==> src/rtl/flip_decoder_rx_if.sv <==
// flip_decoder_rx_if: valid/ready links around the bus-invert decoder.
// Upstream side carries the encoded payload plus invert flag; downstream side
// carries the restored word. The slave modport is the decoder's view and the
// master modport is the view of whatever drives and consumes it.
interface flip_decoder_rx_if #(
  parameter int N = 16
);
  logic         in_valid;
  logic         in_ready;
  logic [N-1:0] in_data;
  logic         in_inv;
  logic         out_valid;
  logic         out_ready;
  logic [N-1:0] out_data;

  modport slave (
    input  in_valid,
    input  in_data,
    input  in_inv,
    input  out_ready,
    output in_ready,
    output out_valid,
    output out_data
  );

  modport master (
    output in_valid,
    output in_data,
    output in_inv,
    output out_ready,
    input  in_ready,
    input  out_valid,
    input  out_data
  );
endinterface

==> src/rtl/flip_decoder_rx.sv <==
// flip_decoder_rx: receive side of the bus-invert (data flipping) scheme.
// Restores each encoded word (payload XOR invert flag), queues it in a
// 2-entry FIFO toward the consumer and keeps word/inversion statistics.
// Optional macro FLIP_CHECK_EN adds a sticky check that the sender's invert
// decision matches the Hamming distance against the previous bus value.
module flip_decoder_rx #(
  parameter int N     = 16,
  parameter int CNT_W = 16
) (
  input  logic                 clk,
  input  logic                 rst,
  flip_decoder_rx_if.slave     bus,
  input  logic                 clr_counts,
  output logic [CNT_W-1:0]     word_count,
  output logic [CNT_W-1:0]     inv_count,
  output logic                 chk_err
);

  // FIFO occupancy doubles as the control state.
  typedef enum logic [1:0] {
    OCC_EMPTY = 2'd0,
    OCC_ONE   = 2'd1,
    OCC_TWO   = 2'd2
  } occ_t;

  localparam logic [CNT_W-1:0] CNT_MAX = '1;

  occ_t             occ_reg, occ_next;
  logic [N-1:0]     head_reg, head_next;
  logic [N-1:0]     tail_reg, tail_next;
  logic [N-1:0]     decoded;
  logic             push;
  logic             pop;
  logic [CNT_W-1:0] word_count_reg, word_count_next;
  logic [CNT_W-1:0] inv_count_reg, inv_count_next;

  // Per-bit restore of the original word from the coded payload.
  generate
    for (genvar gi = 0; gi < N; gi++) begin : g_decode
      assign decoded[gi] = bus.in_data[gi] ^ bus.in_inv;
    end
  endgenerate

  // Ready and valid come straight from registered occupancy, so there is no
  // combinational path from out_ready to in_ready.
  assign bus.in_ready  = (occ_reg != OCC_TWO);
  assign bus.out_valid = (occ_reg != OCC_EMPTY);
  assign bus.out_data  = head_reg;

  assign push = bus.in_valid && bus.in_ready;
  assign pop  = bus.out_valid && bus.out_ready;

  // Occupancy and storage registers.
  always_ff @(posedge clk or negedge rst) begin
    if (!rst) begin
      occ_reg  <= OCC_EMPTY;
      head_reg <= '0;
      tail_reg <= '0;
    end else begin
      occ_reg  <= occ_next;
      head_reg <= head_next;
      tail_reg <= tail_next;
    end
  end

  // Next occupancy and data movement. The head register is the output, so
  // it keeps its last value when the FIFO drains.
  always_comb begin
    occ_next  = occ_reg;
    head_next = head_reg;
    tail_next = tail_reg;
    case (occ_reg)
      OCC_EMPTY: begin
        if (push) begin
          head_next = decoded;
          occ_next  = OCC_ONE;
        end
      end
      OCC_ONE: begin
        case ({push, pop})
          2'b10: begin
            tail_next = decoded;
            occ_next  = OCC_TWO;
          end
          2'b01: begin
            occ_next = OCC_EMPTY;
          end
          2'b11: begin
            // Head leaves and the new word takes its place.
            head_next = decoded;
          end
          default: begin
            occ_next = OCC_ONE;
          end
        endcase
      end
      OCC_TWO: begin
        // No push possible here; a pop promotes the tail.
        if (pop) begin
          head_next = tail_reg;
          occ_next  = OCC_ONE;
        end
      end
      default: begin
        occ_next = OCC_EMPTY;
      end
    endcase
  end

  // Saturating statistics; a clear in the same cycle beats a push.
  always_comb begin
    word_count_next = word_count_reg;
    inv_count_next  = inv_count_reg;
    if (clr_counts) begin
      word_count_next = '0;
      inv_count_next  = '0;
    end else if (push) begin
      if (word_count_reg != CNT_MAX) begin
        word_count_next = word_count_reg + 1'b1;
      end
      if (bus.in_inv && (inv_count_reg != CNT_MAX)) begin
        inv_count_next = inv_count_reg + 1'b1;
      end
    end
  end

  // Statistics registers.
  always_ff @(posedge clk or negedge rst) begin
    if (!rst) begin
      word_count_reg <= '0;
      inv_count_reg  <= '0;
    end else begin
      word_count_reg <= word_count_next;
      inv_count_reg  <= inv_count_next;
    end
  end

  assign word_count = word_count_reg;
  assign inv_count  = inv_count_reg;

`ifdef FLIP_CHECK_EN
  // Wide enough to hold a distance of N.
  localparam int HW = (N > 1) ? $clog2(N + 1) : 1;
  localparam logic [HW-1:0] HALF = HW'(N / 2);

  logic [N-1:0]  prev_bus_reg;
  logic [N-1:0]  diff;
  logic [HW-1:0] hdist;
  logic          violation;
  logic          chk_err_reg;

  // Bits that would toggle between the previous bus value and the original
  // word had it been sent uninverted.
  generate
    for (genvar gi = 0; gi < N; gi++) begin : g_diff
      assign diff[gi] = prev_bus_reg[gi] ^ decoded[gi];
    end
  endgenerate

  // Hamming distance as a popcount of the difference vector.
  always_comb begin
    hdist = '0;
    for (int i = 0; i < N; i++) begin
      hdist = hdist + HW'(diff[i]);
    end
  end

  // The sender should invert exactly when more than half the bits would
  // toggle; any other choice is flagged.
  assign violation = bus.in_inv ? (hdist <= HALF) : (hdist > HALF);

  // Previous raw bus value and sticky error flag; clr_counts leaves prev_bus
  // alone but clears the flag with priority over a new violation.
  always_ff @(posedge clk or negedge rst) begin
    if (!rst) begin
      prev_bus_reg <= '0;
      chk_err_reg  <= 1'b0;
    end else begin
      if (push) begin
        prev_bus_reg <= bus.in_data;
      end
      if (clr_counts) begin
        chk_err_reg <= 1'b0;
      end else if (push && violation) begin
        chk_err_reg <= 1'b1;
      end
    end
  end

  assign chk_err = chk_err_reg;
`else
  assign chk_err = 1'b0;
`endif

endmodule

==> src/flat_wrapper.sv <==
// flat-port wrapper written by rule: the top's interface ports become plain ports
module flip_decoder_rx_flat 
#(
  parameter int N     = 16,
  parameter int CNT_W = 16
)
  (clk, rst, clr_counts, word_count, inv_count, chk_err, bus_in_valid, bus_in_data, bus_in_inv, bus_out_ready, bus_in_ready, bus_out_valid, bus_out_data);
  flip_decoder_rx_if #(.N(N)) bus_i ();
  input  logic clk;
  input  logic rst;
  input  logic clr_counts;
  output logic [CNT_W-1:0] word_count;
  output logic [CNT_W-1:0] inv_count;
  output logic chk_err;
  input wire logic [$bits(bus_i.in_valid)-1:0] bus_in_valid;
  input wire logic [$bits(bus_i.in_data)-1:0] bus_in_data;
  input wire logic [$bits(bus_i.in_inv)-1:0] bus_in_inv;
  input wire logic [$bits(bus_i.out_ready)-1:0] bus_out_ready;
  output wire logic [$bits(bus_i.in_ready)-1:0] bus_in_ready;
  output wire logic [$bits(bus_i.out_valid)-1:0] bus_out_valid;
  output wire logic [$bits(bus_i.out_data)-1:0] bus_out_data;
  assign bus_i.in_valid = bus_in_valid;
  assign bus_i.in_data = bus_in_data;
  assign bus_i.in_inv = bus_in_inv;
  assign bus_i.out_ready = bus_out_ready;
  assign bus_in_ready = bus_i.in_ready;
  assign bus_out_valid = bus_i.out_valid;
  assign bus_out_data = bus_i.out_data;
  flip_decoder_rx #(.N(N), .CNT_W(CNT_W)) u_core (.clk(clk), .rst(rst), .bus(bus_i), .clr_counts(clr_counts), .word_count(word_count), .inv_count(inv_count), .chk_err(chk_err));
endmodule
==> config.mk <==
export PLATFORM = sky130hd
export DESIGN_NAME = flip_decoder_rx_flat
export DESIGN_NICKNAME = d
export VERILOG_FILES = /design/src/rtl/flip_decoder_rx_if.sv /design/src/rtl/flip_decoder_rx.sv /design/src/flat_wrapper.sv
export SDC_FILE = /design/constraint.sdc
export NUM_CORES = 1
export LEC_CHECK = 0
export BUFFER_PORTS_ARGS = -buffer_cell sky130_fd_sc_hd__buf_2
export CAP_MARGIN = 30
export CORE_ASPECT_RATIO = 0.6
export CORE_UTILIZATION = 40
export DETAILED_ROUTE_END_ITERATION = 16
export SYNTH_ARGS = -nofsm -noshare
export SYNTH_HDL_FRONTEND = slang
export SYNTH_SLANG_ARGS = --single-unit
==> constraint.sdc <==
create_clock -name clk -period 5.15 [get_ports clk]
set_input_delay 0.515 -clock clk [delete_from_list [all_inputs] [get_ports clk]]
set_output_delay 0.515 -clock clk [all_outputs]
set_load 0.02 [all_outputs]
# Yosys cells after proc, flatten, opt, wreduce, memory -nomap -nowiden

Index checks and enable logic that the tools add are counted.

$add $sub $neg: 2
Equal/unequal tests: 12
Multiplexer cells: 14
Bitwise gates (word level): 16
Reduce and logical (&&, ||, !) cells: 14

Operators by type and width:

| operator                                                               | number |
|---|---|
| 16-bit two-way mux                                                     | 9 |
| 16-bit case mux with 3 select lines                                    | 1 |
| 16-bit by 1-bit adder with 16-bit output (second input constant)       | 2 |
| 16-bit != test (second input constant)                                 | 2 |
| 1-bit bitwise XOR                                                      | 16 |
| 2-bit case mux with 3 select lines                                     | 2 |
| 2-bit nonzero test                                                     | 4 |
| 2-bit equality test (second input constant)                            | 3 |
| 2-bit != test (second input constant)                                  | 3 |
| 2-bit AND reduction                                                    | 3 |
| 2-bit by 1-bit equality test with 1-bit output (second input constant) | 2 |
| 2-bit two-way mux                                                      | 2 |
| 2-bit by 1-bit != test with 1-bit output (second input constant)       | 2 |
| 4-bit AND reduction                                                    | 1 |
| 1-bit logical AND                                                      | 3 |
| 3-bit AND reduction                                                    | 1 |
| 3-bit nonzero test                                                     | 1 |
| 2-bit logical NOT                                                      | 1 |

Register bits: 66
Bits of input ports: 22

# Longest topological paths before layout

Gate-level depths: netlist of run 1.

Word-level depth: 5
Mapped depth: 7
Depth with buffers taken out: 6

# Worst setup path before layout of run 1

No wires, ideal clock.

Path type: register to register
Start point: register u_core.word_count_reg[0], in the netlist u_core.word_count[0]
End point: register u_core.word_count_reg[9], in the netlist u_core.word_count[9]
Arrival time: 1,741 ps
Data required time: 5,018 ps
Setup slack: 3,278 ps
Cell stages (with the launch flop): 8
Period minus slack after synthesis: 1,872 ps
Cells stage by stage: dfrtp_1 -> ha_1 -> nand4_1 -> nor4_4 -> buf_4 -> nor3_1 -> xnor2_1 -> nor2_1

Word-level cells in the longest chain between the ends: 4

Ends and longest elaborated chain:

| item                                     | RTL line               | RTL |
|---|---|---|
| from (decl)                              | flip_decoder_rx.sv:34  | `logic [CNT_W-1:0] word_count_reg, word_count_next;` |
| from (signal assigned)                   | flip_decoder_rx.sv:133 | `word_count_reg <= word_count_next;` |
| 16-bit by 1-bit adder with 16-bit output | flip_decoder_rx.sv:119 | `word_count_next = word_count_reg + 1'b1;` |
| 16-bit two-way mux                       | flip_decoder_rx.sv:118 | `if (word_count_reg != CNT_MAX) begin` |
| 16-bit two-way mux                       | flip_decoder_rx.sv:117 | `end else if (push) begin` |
| 16-bit two-way mux                       | flip_decoder_rx.sv:114 | `if (clr_counts) begin` |

Several ways; a longest one is shown, not always the timed one. The select of a mux whose other input is x is not followed.
A chain may end at the register's enable or synchronous reset.

# Worst setup path in the final report of run 1

Start point: register u_core.word_count_reg[0], in the netlist u_core.word_count[0]
End point: register u_core.word_count_reg[0], in the netlist u_core.word_count[0]

Same word-level chain as after synthesis.

==> results.md, run 1 <==
- P_leak: 1.80 nW
- Vias per std cell: ~4.9
- Mapped cell area: 3370 um^2
- Syn Area/Cell: 9.40 um^2
- R2r worst-path depth: 6
- Fin util: 0.516
- Ant. Diodes: 0
- CTS buffer count: 9
- Yosys warns: 0
- Core Footprint: 8010 um^2
- Final Critical Period: 2.11 ns
- Crit-path slowest cell: nor4_4
- Unique masters post-synth: between 40 and 50
- Number of enable flip-flop cells after synthesis: 0
- CP Data Required Time: about 5.3 ns
- GR Util All Layers: 0.180
- Worst Path Arrival: 2.30 ns
- Asr flop ratio synth: 1.00
- DR WL/cell: 13.2 um
- Crit path top cell by count: nor2_1
- Final setup margin: around 3.0 ns
- Top-count cell post-synth: dfrtp_1
- Fin. max-slew vios: 0
- Worst setup path start: u_core.word_count[0]$_DFFE_PN0P_
- Fillers: about 770
- Area contributors post-synth: dfrtp_1 49%, xnor2_1 11%, nor2_1 7.1%, a21oi_1 5.4%, nand2_1 3.7%
- Final Routed Wirelength: 7100 um
- RSZ-0062 raised after global routing: false
- Status: finished, final reports clean
- Share of cells above drive strength 1: 0.244
- #FFs+latches synth: 66
- Slew @ Worst Pin: 0.831 ns
- R2r setup slk: 3.04 ns
- Period utilisation layout: 0.410
- GRT overflow: 0
- Startpoint Class: flip-flop
- # rows: 25
- DRT antenna net count: 0
- Worst hold path type: primary input to async pin
- Initial Utilization: 0.420
- Reg clk slew, reported paths: roughly 0.05 ns
- H-tree levels: 3
- CP Cell Sequence: ha_1 > nand4_1 > nor4_4 > nor2_1 > xnor2_1 > nor2_1
- Placer congestion estimate: 0.759
- Power density over the cells: between 400 and 500 nW/um^2
- Largest net degree at the start of global routing: 67
- Reg2reg start: u_core.word_count[0]$_DFFE_PN0P_
- Final HPWL DP: 4870 um
- Syn nets: 383
- Die height: 73.1 um
- Peak supply drop: roughly 0.00019 V
- Final std cells w/o fill: approximately 540
- Number of global-route vias before repair: 2,401
- Sequential-to-total area share from yosys stat: 0.491
- Antenna violations before repair: 0
- FMAX: 474 MHz
- Synth top area share: 0.491
- Clock Sinks: 66
- Final setup viols: 0
- Vias after detailed routing: 2,658
- Top_reg_cell synth: dfrtp_1
- Port bufs: slightly above 70
- Worst Path Class, Setup: flip-flop to flip-flop
- Dpl cells: 522
- 1st-pass router iterations: 4
- Clock buffer depth: 2
- First DRT Iteration DRCs: 148
- Setup TNS: 0 ns
- First-pass GRT wire length: 12,000 um
- IO Count: 73
- Full die area: just under 9000 um^2
- Number of hold violations in the final report: 0
- Largest fanout on the critical path: 13
- Synth cell count leaders: 66 x dfrtp_1, 64 x nor2_1, 42 x xnor2_1, 36 x a21oi_1, 33 x nand2_1
- Area grow syn2layout: 22.8%
- Mapped Cells: around 360
- Postcts setup bufs: 0
- Count of max-cap constraint violations: 0
- Clock tree from TritonCTS: yes
- Crit-path max cell delay: 0.72 ns
- Final Skew: 0.00342 ns
- Chip width: 120 um
- Synth area leader: dfrtp_1
- Post-layout net count: 450
- CTS root buffer: clkbuf_16
- CP endpoint kind: flip-flop
- Post-CTS sizing: 0
- Later-pin clock latency in the skew report: 0.33 ns
- Slew Limit Headroom: 0.446
- Worst slack at placement: 3.02 ns
- Hold buffer count at CTS: 0
- Post-route DRC violation count: 0
final timing paths:
check,endpoint
max in group asynchronous,u_core.word_count[8]$_DFFE_PN0P_
min reg2reg,u_core.occ_reg[0]$_DFFE_PN0P_
max,u_core.word_count[0]$_DFFE_PN0P_
min,u_core.bus.out_data[5]$_DFFE_PN0P_
max reg2reg,u_core.word_count[0]$_DFFE_PN0P_
min in group clk,u_core.occ_reg[1]$_DFFE_PN0P_
worst max-delay path, delay by kind of cell (launching register included):
kind	cells	cell delay [ns]
fa+ha+maj	1	0.22
flops	1	0.42
xor+xnor	1	0.19
simple gates	4	1.14
final cells by class:
class	instances	area, um^2	share of cell area
inverter	1	3.75	0.000908
clock buffer	15	288	0.0696
clock inverter	1	30.0	0.00727
tap	108	135	0.0327
sequential	66	1650	0.400
timing repair buffer	75	397	0.0960
multi-input combinational	272	1630	0.394
kinds of logic after synthesis:
group	count (synthesis)	share of synthesized area
AO/OA/AOI/OAI	63	0.0981
XOR/XNOR	43	0.112
adder cells (fa/ha/maj)	3	0.0112
buffers and inverters	20	0.0286
flip-flops	66	0.491
multiplexers	1	0.00297
other	1	0.00111
AND/OR/NAND/NOR	161	0.255
power by group:
| part | internal (mW) | switching (mW) | total (mW) |
|---|---|---|---|
| Sequential | 0.653 | 0.0720 | 0.725 |
| Clock | 0.428 | 0.213 | 0.641 |
| Combinational | 0.179 | 0.305 | 0.483 |
metal layers:
metal,global-route usage,part of all wire,vias to the layer above
met4,0.0617,0.012,0
met1,0.262,0.53,1234
met3,0.0672,0.057,9
li1,-,-,1361
met5,0,0,-
met2,0.242,0.40,54
metrics by stage:
| stage | cell area, um^2 | power (mW) | hold slack, ns |
|---|---|---|---|
| 2_1_floorplan | 3370 | 1.06 | 0.219 |
| 3_3_place_gp | 3790 | 1.20 | 0.492 |
| 3_5_place_dp | 3810 | 1.22 | 0.507 |
| 4_1_cts | 4130 | 1.88 | 0.402 |
| 5_1_grt | 4130 | 1.97 | 0.450 |
| 6_report | 4130 | 1.85 | 0.363 |
cells in the final DEF (no fill, tap or decap), drive strengths merged:
master  count
a21bo       1
a21oi      36
a31o        1
a31oi       1
and3        3
and4        3
and4b       1
buf        75
bufinv      1
clkbuf     15
conb        1
dfrtp      66
ha          3
inv         1
mux2i       1
nand2      33
nand2b      4
nand3       7
nand4      10
nand4b      2
nor2       64
nor3       15
nor3b       4
nor4        8
nor4b       3
o211ai      2
o21ai      22
or2         2
or2b        1
or3         1
xnor2      42
xor2        1
No activity file was read; power rests on OpenSTA's default activity.
==> run 2, diff against run 1 <==
==> constraint.sdc (replaced) <==
create_clock -name clk -period 2.2 [get_ports clk]
set_input_delay 0.22 -clock clk [delete_from_list [all_inputs] [get_ports clk]]
set_output_delay 0.22 -clock clk [all_outputs]
set_load 0.02 [all_outputs]
==> run 2 against run 1 <==
Against the previous run: worst hold slack lost 0.17 ns; fmax is 9.0% higher; critical path depth up 1; clock skew is 0.0010 ns higher; critical path type unchanged; highest routed layer unchanged; sequential power grew 130%; via count increased by 3.3%; worst setup slack worse by 2.8 ns; sequential cell count unchanged.
==> results.md, run 2 (synthesis gave the netlist of run 1 again) <==
- RSZ-0062 raised after global routing: false (unchanged)
- Chip width: 120 um (unchanged)
- Die height: 73.1 um (unchanged)
- DR WL/cell: 13.9 um (was 13.2 um)
- 1st-pass router iterations: 4 (unchanged)
- Sequential share of power: 0.409 (was 0.392)
- Crit-path slowest cell: nor4_4 (unchanged)
- Status: finished, final reports clean (unchanged)
- Switching Fraction: 0.331 (was 0.319)
- Final Skew: 0.00442 ns (was 0.00342 ns)
- Crit-path max cell delay: 0.43 ns (was 0.72 ns)
- Final std cells w/o fill: 545 (was 538)
- First-pass GRT wire length: 12,600 um (was 12,000 um)
- Count of max-cap constraint violations: 0 (unchanged)
- CP Cell Sequence: ha_1 > nand4_1 > nor4_4 > buf_4 > nor4b_1 > xnor2_1 > nor2_1 (was ha_1 > nand4_1 > nor4_4 > nor2_1 > xnor2_1 > nor2_1)
- Ant. Diodes: 0 (unchanged)
- Fillers: 785 (was 772)
- Clock tree from TritonCTS: yes (unchanged)
- First DRT Iteration DRCs: 161 (was 148)
- H-tree levels: 3 (unchanged)
- CP endpoint kind: flip-flop (unchanged)
- Worst Path Arrival: 2.14 ns (was 2.30 ns)
- Post-layout net count: 458 (was 450)
- Later-pin clock latency in the skew report: 0.33 ns (about the same)
- Commonest non-fill, non-tap cell in the layout: buf_2 (unchanged)
- Min Hold Slack: 0.192 ns (was 0.363 ns)
- Startpoint Class: flip-flop (unchanged)
- FMAX: 517 MHz (was 474 MHz)
- Clock buffer depth: 2 (unchanged)
- Period utilisation layout: 0.880 (was 0.410)
- Pint: 2.78 mW (was 1.26 mW)
- Area grow syn2layout: 23.7% (was 22.8%)
- CTS root buffer: clkbuf_16 (unchanged)
- Gate power share: 0.282 (was 0.261)
- Peak supply drop: 0.000422 V (was 0.000195 V)
- Final setup viols: 0 (unchanged)
- DRT antenna net count: 0 (unchanged)
- Reg clk slew, reported paths: 0.05 ns (about the same)
- Core Footprint: 8010 um^2 (unchanged)
- Largest fanout on the critical path: 10 (was 13)
- Number of hold violations in the final report: 0 (unchanged)
- Fin. max-slew vios: 0 (unchanged)
- Antenna violations before repair: 0 (unchanged)
- CTS buffer count: 9 (unchanged)
- GRT overflow: 0 (unchanged)
- Vias after detailed routing: 2,745 (was 2,658)
- Worst hold path type: primary input to flip-flop (was primary input to async pin)
- Worst Path Class, Setup: flip-flop to flip-flop (unchanged)
- Placer congestion estimate: 0.812 (was 0.759)
- Final Critical Period: 1.94 ns (was 2.11 ns)
- Vias per std cell: 5.04 (was 4.94)
- Initial Utilization: 0.420 (unchanged)
- GR Util All Layers: 0.187 (was 0.180)
- IO Count: 73 (unchanged)
- Post-route DRC violation count: 0 (unchanged)
- Post-CTS sizing: 0 (unchanged)
- Final Routed Wirelength: 7580 um (was 7100 um)
- Most frequent cells in the layout: 71 x buf_2, 66 x dfrtp_1, 64 x nor2_1, 42 x xnor2_1, 36 x a21oi_1 (unchanged)
- P_leak: 1.83 nW (was 1.80 nW)
- Final HPWL DP: 5450 um (was 4870 um)
- Port bufs: 71 (unchanged)
- Clock Sinks: 66 (unchanged)
- Full die area: 8800 um^2 (unchanged)
- # rows: 25 (unchanged)
- Power density over the cells: 998 nW/um^2 (was 447 nW/um^2)
- Share of cells above drive strength 1: 0.256 (was 0.244)
- CP Data Required Time: 2.40 ns (was 5.34 ns)
- Setup TNS: 0 ns (unchanged)
- Dpl cells: 529 (was 522)
- Largest net degree at the start of global routing: 33 (was 67)
- Number of global-route vias before repair: 2,584 (was 2,401)
- Clock Power Share: 0.309 (was 0.346)
- Net Sw Power: 1.37 mW (was 589 uW)
-- run 2: cell count changes in the layout (fill, tap and decap cells not counted), sizes merged --
cell and delta:
buf +7, bufinv -1, clkbuf -3, clkinv +3, dlygate4sd3 +1
-- run 2: power groups by stage --
stage	Clock, mW	Combinational (mW)	Sequential, mW
after floorplan	0	0.605	1.88
after global placement	0	1.15	1.71
after detailed placement	0	1.18	1.72
after CTS	1.33	1.19	1.70
after global routing	1.38	1.32	1.75
final	1.29	1.17	1.70
-- run 2: metal layers --
metal | wire length, um | track usage | vias to the layer above | share of wire
met2 | 3240 | 0.274 | 67 | 0.43
met1 | 3820 | 0.260 | 1293 | 0.50
met4 | 101 | 0.0713 | 0 | 0.013
li1 | - | - | 1376 | -
met5 | 0 | 0 | - | 0
met3 | 410 | 0.0570 | 9 | 0.054
-- run 2: area by class of cell --
| type | count | area (um^2) | share of cell area |
|---|---|---|---|
| tap | 108 | 135 | 0.0325 |
| multi-input combinational | 272 | 1630 | 0.391 |
| clock buffer | 12 | 256 | 0.0616 |
| inverter | 1 | 3.75 | 0.000902 |
| clock inverter | 3 | 15.0 | 0.00361 |
| sequential | 66 | 1650 | 0.397 |
| timing repair buffer | 83 | 473 | 0.114 |
-- run 2: timing repair --
action / CTS / global route
hold buffers: 1 / 0
endpoints found under the hold margin: 15 / 0
buffers inserted: 0 / 0
-- run 2: metrics by stage --
| stage | worst slack [ns] | cell area [um^2] | utilization | power (mW) |
|---|---|---|---|---|
| floorplan | 0.328 | 3370 | - | 2.49 |
| global placement | 0.336 | 3880 | 0.485 | 2.85 |
| detailed placement | 0.285 | 3880 | 0.485 | 2.90 |
| CTS | 0.272 | 4160 | 0.520 | 4.22 |
| global route | 0.0871 | 4160 | 0.520 | 4.45 |
| finish | 0.265 | 4160 | 0.520 | 4.15 |
-- run 2: path summary, 6_finish.rpt --
| kind | from | end | slack (ns) | depth (start not counted) |
|---|---|---|---|---|
| worst max-delay path | u_core.word_count[0]$_DFFE_PN0P_ | u_core.word_count[4]$_DFFE_PN0P_ | 0.26 | 7 |
| worst min-delay path | bus_out_ready | u_core.occ_reg[1]$_DFFE_PN0P_ | 0.19 | 2 |
| worst max register to register | u_core.word_count[0]$_DFFE_PN0P_ | u_core.word_count[4]$_DFFE_PN0P_ | 0.26 | 7 |
| worst min register to register | u_core.bus.out_data[4]$_DFFE_PN0P_ | u_core.bus.out_data[4]$_DFFE_PN0P_ | 0.52 | 2 |
| max in group asynchronous | rst | u_core.word_count[13]$_DFFE_PN0P_ | 1.22 | 3 |
| min in group asynchronous | rst | u_core.bus.out_data[1]$_DFFE_PN0P_ | 0.36 | 2 |
-- run 2: worst max-delay path: cells and delay by family, from the launching register on --
family | cells | cell delay, ns
xor gates and xnor gates | 1 | 0.15
adders and majority gates | 1 | 0.22
buffers and inverters | 1 | 0.24
and+or+nand+nor | 4 | 0.79
DFF | 1 | 0.41
